File: src/rtl/netbus_fifo_pkg.sv
// Shared helpers for the NetBus dual-clock FIFO: Gray conversions and synchroniser depth.
package netbus_fifo_pkg;

    localparam int SYNC_STAGES = 2;
    localparam int PTR_MAX_W   = 32;

    // Operands are zero-extended to PTR_MAX_W; both conversions are width-independent
    // under zero extension, so callers size-cast the result back to their pointer width.
    function automatic logic [PTR_MAX_W-1:0] bin2gray(input logic [PTR_MAX_W-1:0] b);
        return b ^ (b >> 1);
    endfunction

    function automatic logic [PTR_MAX_W-1:0] gray2bin(input logic [PTR_MAX_W-1:0] g);
        logic [PTR_MAX_W-1:0] b;
        b[PTR_MAX_W-1] = g[PTR_MAX_W-1];
        for (int i = PTR_MAX_W - 2; i >= 0; i--)
            b[i] = b[i+1] ^ g[i];
        return b;
    endfunction

endpackage

File: src/rtl/netbus_sync2.sv
// Multi-flop bus synchroniser; input must be Gray-coded (at most one bit changing per launch).
module netbus_sync2
    import netbus_fifo_pkg::*;
#(
    parameter int W = 1
) (
    input  logic         CLK,
    input  logic         RST,
    input  logic [W-1:0] D,
    output logic [W-1:0] Q
);

    logic [SYNC_STAGES-1:0][W-1:0] pipe;

    always_ff @(posedge CLK or posedge RST) begin
        if (RST)
            pipe <= '0;
        else
            pipe <= {pipe[SYNC_STAGES-2:0], D};
    end

    assign Q = pipe[SYNC_STAGES-1];

endmodule

File: src/rtl/netbus_async_fifo_rd_ctrl.sv
// Read-side controller of the NetBus dual-clock FIFO: pointer sync, RADDR issue,
// and a 2-entry first-word-fall-through output store fed from the registered RAM read.
module netbus_async_fifo_rd_ctrl
    import netbus_fifo_pkg::*;
#(
    parameter int RAM_WIDTH = 16,
    parameter int RAM_DEPTH = 4
) (
    input  logic                 CLKR,
    input  logic                 RST,
    input  logic [RAM_DEPTH:0]   WPTR_GRAY,
    output logic [RAM_DEPTH:0]   RPTR_GRAY,
    output logic [RAM_DEPTH-1:0] RADDR,
    input  logic [RAM_WIDTH-1:0] DOUT,
    output logic [RAM_WIDTH-1:0] RD_DATA,
    output logic                 RD_VALID,
    input  logic                 RD_READY,
    output logic                 EMPTY,
    output logic [RAM_DEPTH:0]   LEVEL
);

    localparam int PW = RAM_DEPTH + 1;

    logic [PW-1:0]        wgray_s, wbin_s, rbin, rbin_nxt;
    logic                 pending, mem_empty, issue, pop;
    logic                 head_vld, skid_vld;
    logic [RAM_WIDTH-1:0] head_data, skid_data;
    logic [1:0]           occ, occ_after_pop;

    netbus_sync2 #(.W(PW)) u_wptr_sync (
        .CLK (CLKR),
        .RST (RST),
        .D   (WPTR_GRAY),
        .Q   (wgray_s)
    );

    assign wbin_s    = PW'(gray2bin(PTR_MAX_W'(wgray_s)));
    assign mem_empty = (wbin_s == rbin);

    assign occ           = {1'b0, head_vld} + {1'b0, skid_vld};
    assign pop           = head_vld & RD_READY;
    assign occ_after_pop = occ - {1'b0, pop};
    // The in-flight word plus whatever survives this cycle's pop must leave room for one more.
    assign issue    = !mem_empty && ((occ_after_pop + {1'b0, pending}) < 2'd2);
    assign rbin_nxt = rbin + PW'(1);
    assign RADDR    = rbin[RAM_DEPTH-1:0];

    always_ff @(posedge CLKR or posedge RST) begin
        if (RST) begin
            rbin      <= '0;
            RPTR_GRAY <= '0;
            pending   <= 1'b0;
        end else begin
            pending <= issue;
            if (issue) begin
                rbin      <= rbin_nxt;
                RPTR_GRAY <= PW'(bin2gray(PTR_MAX_W'(rbin_nxt)));
            end
        end
    end

    // DOUT is only valid in the cycle after issue, so a pending word is always captured.
    always_ff @(posedge CLKR or posedge RST) begin
        if (RST) begin
            head_vld  <= 1'b0;
            head_data <= '0;
            skid_vld  <= 1'b0;
            skid_data <= '0;
        end else if (pop) begin
            if (skid_vld) begin
                head_data <= skid_data;
                skid_vld  <= pending;
                if (pending)
                    skid_data <= DOUT;
            end else begin
                head_vld <= pending;
                if (pending)
                    head_data <= DOUT;
            end
        end else if (pending) begin
            if (!head_vld) begin
                head_vld  <= 1'b1;
                head_data <= DOUT;
            end else begin
                skid_vld  <= 1'b1;
                skid_data <= DOUT;
            end
        end
    end

    assign RD_DATA  = head_data;
    assign RD_VALID = head_vld;
    assign EMPTY    = !head_vld && mem_empty;
    assign LEVEL    = (wbin_s - rbin) + PW'(pending) + PW'(occ);

endmodule

File: config.mk
export PLATFORM = sky130hd
export DESIGN_NAME = netbus_async_fifo_rd_ctrl
export DESIGN_NICKNAME = d
export VERILOG_FILES = /design/src/rtl/netbus_fifo_pkg.sv /design/src/rtl/netbus_sync2.sv /design/src/rtl/netbus_async_fifo_rd_ctrl.sv
export SDC_FILE = /design/constraint.sdc
export NUM_CORES = 1
export LEC_CHECK = 0
export ABC_AREA = 1
export BUFFER_PORTS_ARGS = -buffer_cell sky130_fd_sc_hd__buf_2
export CORE_MARGIN = 8
export CORE_UTILIZATION = 42
export DETAILED_ROUTE_END_ITERATION = 6
export PLACE_DENSITY_LB_ADDON = 0.08
export SLEW_MARGIN = 20
export SYNTH_ARGS = -nofsm -noshare
export SYNTH_HDL_FRONTEND = slang
export SYNTH_SLANG_ARGS = --single-unit
File: constraint.sdc
create_clock -name CLKR -period 2.3 [get_ports CLKR]
set_input_delay 0.345 -clock CLKR [delete_from_list [all_inputs] [get_ports CLKR]]
set_output_delay 0.345 -clock CLKR [all_outputs]
set_load 0.005 [all_outputs]
==> results of run 1 <==
## final cells by class
| cell class | count | area, um^2 |
|---|---|---|
| Tap cell | 77 | 96.3 |
| Multi-Input combinational cell | 182 | 1180 |
| Sequential cell | 54 | 1350 |
| Timing Repair Buffer | 76 | 452 |
| Inverter | 36 | 135 |
| Clock buffer | 8 | 110 |
| Fill cell | 582 | 2880 |
## kinds of logic (layout without fill, tap and decap cells)
logic type	Yosys count	count (layout)	share of synthesized area
buffers and inverters	47	120	0.0725
AO/OA/AOI/OAI	54	54	0.129
XOR/XNOR	14	14	0.0493
adder cells (fa/ha/maj)	13	13	0.0701
flip-flops	54	54	0.512
AND/OR/NAND/NOR	101	101	0.167
## metrics by stage
step                power (uW)  utilization  std cells  setup TNS [ps]  instance area, um^2
floorplan                 3480            -        283           -10.9                 2650
global placement          4460        0.502        423            -387                 3120
detailed placement        4520        0.502        423            -620                 3120
CTS                       5190        0.523        432           -2140                 3250
global route              5830        0.535        433           -2930                 3320
finish                    5300        0.535        433           -2080                 3320
## flip-flops by register name, indices dropped and copies added, names as in the netlist
register,count
RD_DATA,16
skid_data,16
rbin,4
skid_vld,1
pending,1
u_wptr_sync.Q,5
RD_VALID,1
RPTR_GRAY,5
u_wptr_sync.pipe,5
## cells in the final DEF, fill, tap and decap left out, drive strengths merged, types with 10 or more instances in the layout
| master | Yosys | layout |
|---|---|---|
| nor2 | 11 | 11 |
| dfrtp | 54 | 54 |
| nand3 | 21 | 21 |
| inv | 36 | 36 |
| ha | 10 | 10 |
| o21a | 16 | 16 |
| nand2 | 68 | 68 |
| o21ai | 18 | 18 |
| buf | 7 | 76 |
## layer usage
layer	global-route usage	wire length (um)
met1	0.149	2400
met2	0.220	2670
met5	0	0
met4	0.0390	47
met3	0.0331	315
## synth_stat cells, drive strengths merged
cell type / n
inv: 36
nand2: 68
o21a: 16
fa: 3
nand3: 21
nor2: 11
a21oi: 9
or2: 1
clkbuf: 4
dfrtp: 54
o21ai: 18
a21o: 1
o211ai: 8
buf: 7
xnor2: 5
xor2: 9
a22oi: 1
a31oi: 1
ha: 10
## worst min path at each step
stage | startpoint | to | slack [ps] | cells after the start
floorplan | u_wptr_sync.pipe[0]$_DFF_PP0_ | u_wptr_sync.Q[0]$_DFF_PP0_ | 330 | 0
global placement | u_wptr_sync.pipe[2]$_DFF_PP0_ | u_wptr_sync.Q[2]$_DFF_PP0_ | 330 | 0
detailed placement | u_wptr_sync.pipe[2]$_DFF_PP0_ | u_wptr_sync.Q[2]$_DFF_PP0_ | 330 | 0
CTS | RST | skid_data[7]$_DFFE_PP0P_ | 80 | 2
global route | RST | RPTR_GRAY[2]$_DFFE_PP0P_ | 110 | 2
finish | RST | RD_DATA[6]$_DFFE_PP0P_ | 70 | 2
## where the power goes
part / total, uW / internal, uW / switching (uW)
clock network: 593 / 304 / 289
logic: 3160 / 1490 / 1670
registers: 1540 / 1360 / 182
## critical path: stages, from the launching register on
cell and delay, ps:
dfrtp_1 430, inv_2 80, nand2_2 60, nand3_2 90, nand2_2 70, nand2_2 70
nand2_2 70, inv_2 60, fa_2 450, buf_4 160, ha_4 250, nand3_1 60
nand2_1 70, xor2_1 130, buf_2 130
## repair_timing
item | in CTS | in global routing
pin swaps | 2 | 5
setup buffers | 1 | 1
setup endpoints to repair | 6 | 7
gates resized for setup | 3 | 11
==> metrics, run 1 <==
area leader, netlist=dfrtp_1; Hold Slack=around 72 ps; Startpoint Class=register; antenna cells=0; Final Skew=2.68 ps; Critical Path Sink=LEVEL[3]; Tcrit/Tclk final=1.23; min cycle time layout=about 2800 ps; final setup fails=6; Post-Syn Nets=320; CTS Buffer Depth=2; Setup WS post-layout=-518 ps; sequential fraction of the synthesis area=0.512; failing checks=setup timing; CP Data Arrival Time=about 2500 ps; dpl hpwl=4120 um; vias post-DR=between 2,000 and 2,500; Rel. slew slack=0.648; Max Cap Viol=0; GRT Overall Usage=0.127; WL/cell=12.6 um; Tightest Pin Transition=around 530 ps; final wirelength=approximately 5400 um; Synth area leaders=dfrtp_1 (51%), nand2_1 (9.0%), ha_1 (4.7%); clock slew at reported path FFs=approximately 90 ps; CTS tree=done; reg-to-reg slack, setup=approximately 190 ps; VDD IR-drop max=between 1 and 1.5 mV; worst-path fanout max=4; CTS H-tree depth=2; average vias per placed instance=approximately 4.8; PortBufs=55; I/O Pins=56; CTS Root Buffer Type=clkbuf_8; R2R depth=16; worst endpoint required time=between 1500 and 2000 ps; die width=approximately 95 um; Num CTS Buffers=5; post-synthesis register bit count=54; vias in the first global route=between 2,000 and 2,500; antenna violation net count after detailed routing=0; initial antenna violation count=0; Mapped Area=2640 um^2; R2R Path End=rbin[2]$_DFFE_PP0P_; RD Place Congestion=0.762; Syn. warnings=0; Fmax=0.355 GHz; die area=between 9000 and 10,000 um^2; CP Capture Type=output pin; Leakage=approximately 0.0017 uW; PD cells=~1600 nW/um^2; core area=between 6000 and 7000 um^2; Syn Area/Cell=about 9.3 um^2; top cell type's share of synthesized area=0.512; r2r startpoint=u_wptr_sync.Q[4]$_DFF_PP0_; cts hold-fix bufs=0; drt pass-1 iters=4; Starting Density=0.425; Hold Violations, Final=0; Slew Limit Fails=0; TritonCTS Sinks=54; Area growth syn-to-layout=25.8%; dpl ws=-207 ps; worst skew pair latency=around 300 ps; Mapped Cells=around 280; DRT iter0 DRCs=59; HP Class=in2async; Worst Path Class, Setup=reg2out; status=complete, but fails checks; row cnt=29; Worst Setup SP=u_wptr_sync.Q[4]$_DFF_PP0_; first-pass GRT wire length=slightly above 9000 um; Residual DRC=0; Die Y=between 90 and 100 um; layout cells sized above 1=0.320; RSZ-0062 raised after global routing=true; pin count of the biggest net entering global routing=25; Cell variety after synth=25; final layout net count=between 300 and 400; gr ovfl total=0
Note: power is estimated with default switching activity, not from simulation.
==> run 2, diff against run 1 <==
GPL_TIMING_DRIVEN = 0   (was default)
==> run 2 against run 1 <==
  * Sequential power increased by 3%
  * Worst setup slack got worse by 18 ps
  * Sequential share of layout area increased by 0.32 points
  * Combinational power decreased by 3%
  * Global-route usage increased by 1.2 points
  * The run still ends with setup timing left
  * First-iteration DRC count increased by 32%
  * Highest routed layer unchanged
  * Die area unchanged
  * Largest power group unchanged
  * Flip-flop and latch count unchanged
  * Wire length increased by 6.7%
  * Clock-buffer cell count decreased by 1
==> metrics, run 2 (synthesized netlist as in run 1, its figures left out) <==
core area=around 6200 um^2; die width=between 90 and 100 um; worst-path fanout max=3; vias in the first global route=~2,200; Fmax=approximately 0.35 GHz; antenna cells=0; Rel. slew slack=0.549; Worst Path Class, Setup=reg2out; Tcrit/Tclk final=1.23; worst path cell trace=inv_1 > nand2_1 > nand3_2 > nand2_2 > nand2_2 > nand2_2 > inv_2 > fa_1 > fa_2 > a31oi_4 > xnor2_1 > buf_2; slowest stage delay, CP=480 ps; Hold Violations, Final=0; Num CTS Buffers=5; CTS tree=done; GRT Overall Usage=0.138; WL/cell=between 10 and 15 um; Buf+Inv Stages, Crit Path=3; final setup fails=15; final wirelength=a little under 6000 um; Startpoint Class=register; DRT iter0 DRCs=slightly below 80; Starting Density=0.425; Setup WS post-layout=-536 ps; RSZ-0062 raised after global routing=true; drt pass-1 iters=4; slowest CP cell=fa_1; initial antenna violation count=0; gr ovfl total=0; Residual DRC=0; HP Class=in2async; Tightest Pin Transition=just under 700 ps; VDD IR-drop max=1.22 mV; first-pass GRT wire length=~10000 um; worst skew pair latency=310 ps; dpl ws=-263 ps; CP Data Arrival Time=2490 ps; PD cells=1610 nW/um^2; vias post-DR=2,108; layout cells sized above 1=0.294; min cycle time layout=around 2800 ps; TritonCTS Sinks=54; commonest cells after routing, fill and taps aside=nand2_1 (62), buf_2 (61), dfrtp_1 (54); CTS Root Buffer Type=clkbuf_8; cts hold-fix bufs=0; pin count of the biggest net entering global routing=55; status=complete, but fails checks; PortBufs=55; average vias per placed instance=~4.8; most common cell after layout, fill and taps aside=nand2_1; failing checks=setup timing; Die Y=95.3 um; CTS H-tree depth=2; die area=9080 um^2; delay-heaviest family, CP=adder cells; row cnt=29; CP Capture Type=output pin; Most Frequent Cell on Critical Path=nand2_2; Area growth syn-to-layout=24.8%; Final Skew=around 12 ps; antenna violation net count after detailed routing=0; I/O Pins=56; Max Cap Viol=0; setup tns final=-2360 ps; Leakage=about 0.0017 uW; final layout net count=397; clock slew at reported path FFs=~90 ps; CTS Buffer Depth=2; RD Place Congestion=~0.8; worst endpoint required time=between 1500 and 2000 ps; dpl hpwl=4020 um; Slew Limit Fails=0
-- run 2: layout make-up --
class                           instances  area [um^2]
Fill cell                             600         2910
Inverter                               36          138
Timing Repair Buffer                   70          388
Multi-Input combinational cell        182         1160
Sequential cell                        54         1350
Clock buffer                            7         76.3
Clock inverter                          1         30.0
Buffer                                 11         56.3
Tap cell                               77         96.3
-- run 2: path summary, 6_finish.rpt --
| check | startpoint | end | slack (ps) | depth (start not counted) |
|---|---|---|---|---|
| max | u_wptr_sync.Q[3]$_DFF_PP0_ | LEVEL[4] | -540 | 12 |
| min | RST | RPTR_GRAY[1]$_DFFE_PP0P_ | 130 | 2 |
| max reg2reg | u_wptr_sync.Q[3]$_DFF_PP0_ | rbin[0]$_DFFE_PP0P_ | -30 | 19 |
| min reg2reg | u_wptr_sync.pipe[2]$_DFF_PP0_ | u_wptr_sync.Q[2]$_DFF_PP0_ | 350 | 0 |
| max in group asynchronous | RST | u_wptr_sync.pipe[1]$_DFF_PP0_ | 1700 | 2 |
| min in group CLKR | WPTR_GRAY[3] | u_wptr_sync.pipe[3]$_DFF_PP0_ | 150 | 1 |
-- run 2: metal layers --
| layer | vias to the layer above | share of wire | wire length (um) | track usage |
|---|---|---|---|---|
| met3 | 6 | 0.059 | 345 | 0.0354 |
| met2 | 54 | 0.48 | 2800 | 0.235 |
| met5 | - | 0 | 0 | 0 |
| met4 | 0 | 0.013 | 77 | 0.0481 |
| li1 | 1057 | - | - | - |
| met1 | 991 | 0.44 | 2580 | 0.166 |
-- run 2: stage by stage --
stage	area (um^2)	hold slack [ps]	util	std cells	power, uW
after global routing	3290	129	0.531	438	5850
after detailed placement	3020	336	0.487	415	4400
after global placement	3020	334	0.486	415	4330
final	3290	125	0.531	438	5300
after floorplan	2650	331	-	283	3480
after CTS	3270	134	0.527	436	5270
-- run 2: where the power goes --
| part | internal [uW] | total [uW] | switching (uW) |
|---|---|---|---|
| clock network | 326 | 622 | 296 |
| logic | 1380 | 3080 | 1700 |
| registers | 1360 | 1590 | 229 |
| total | 3070 | 5300 | 2230 |
-- run 2: timing repair --
action                                  4_1_cts  5_1_grt
endpoints found under the setup margin        6       16
resized for setup                             7        1
setup buffers                                13        2
pin swaps                                     4        1
gates cloned                                  0        0
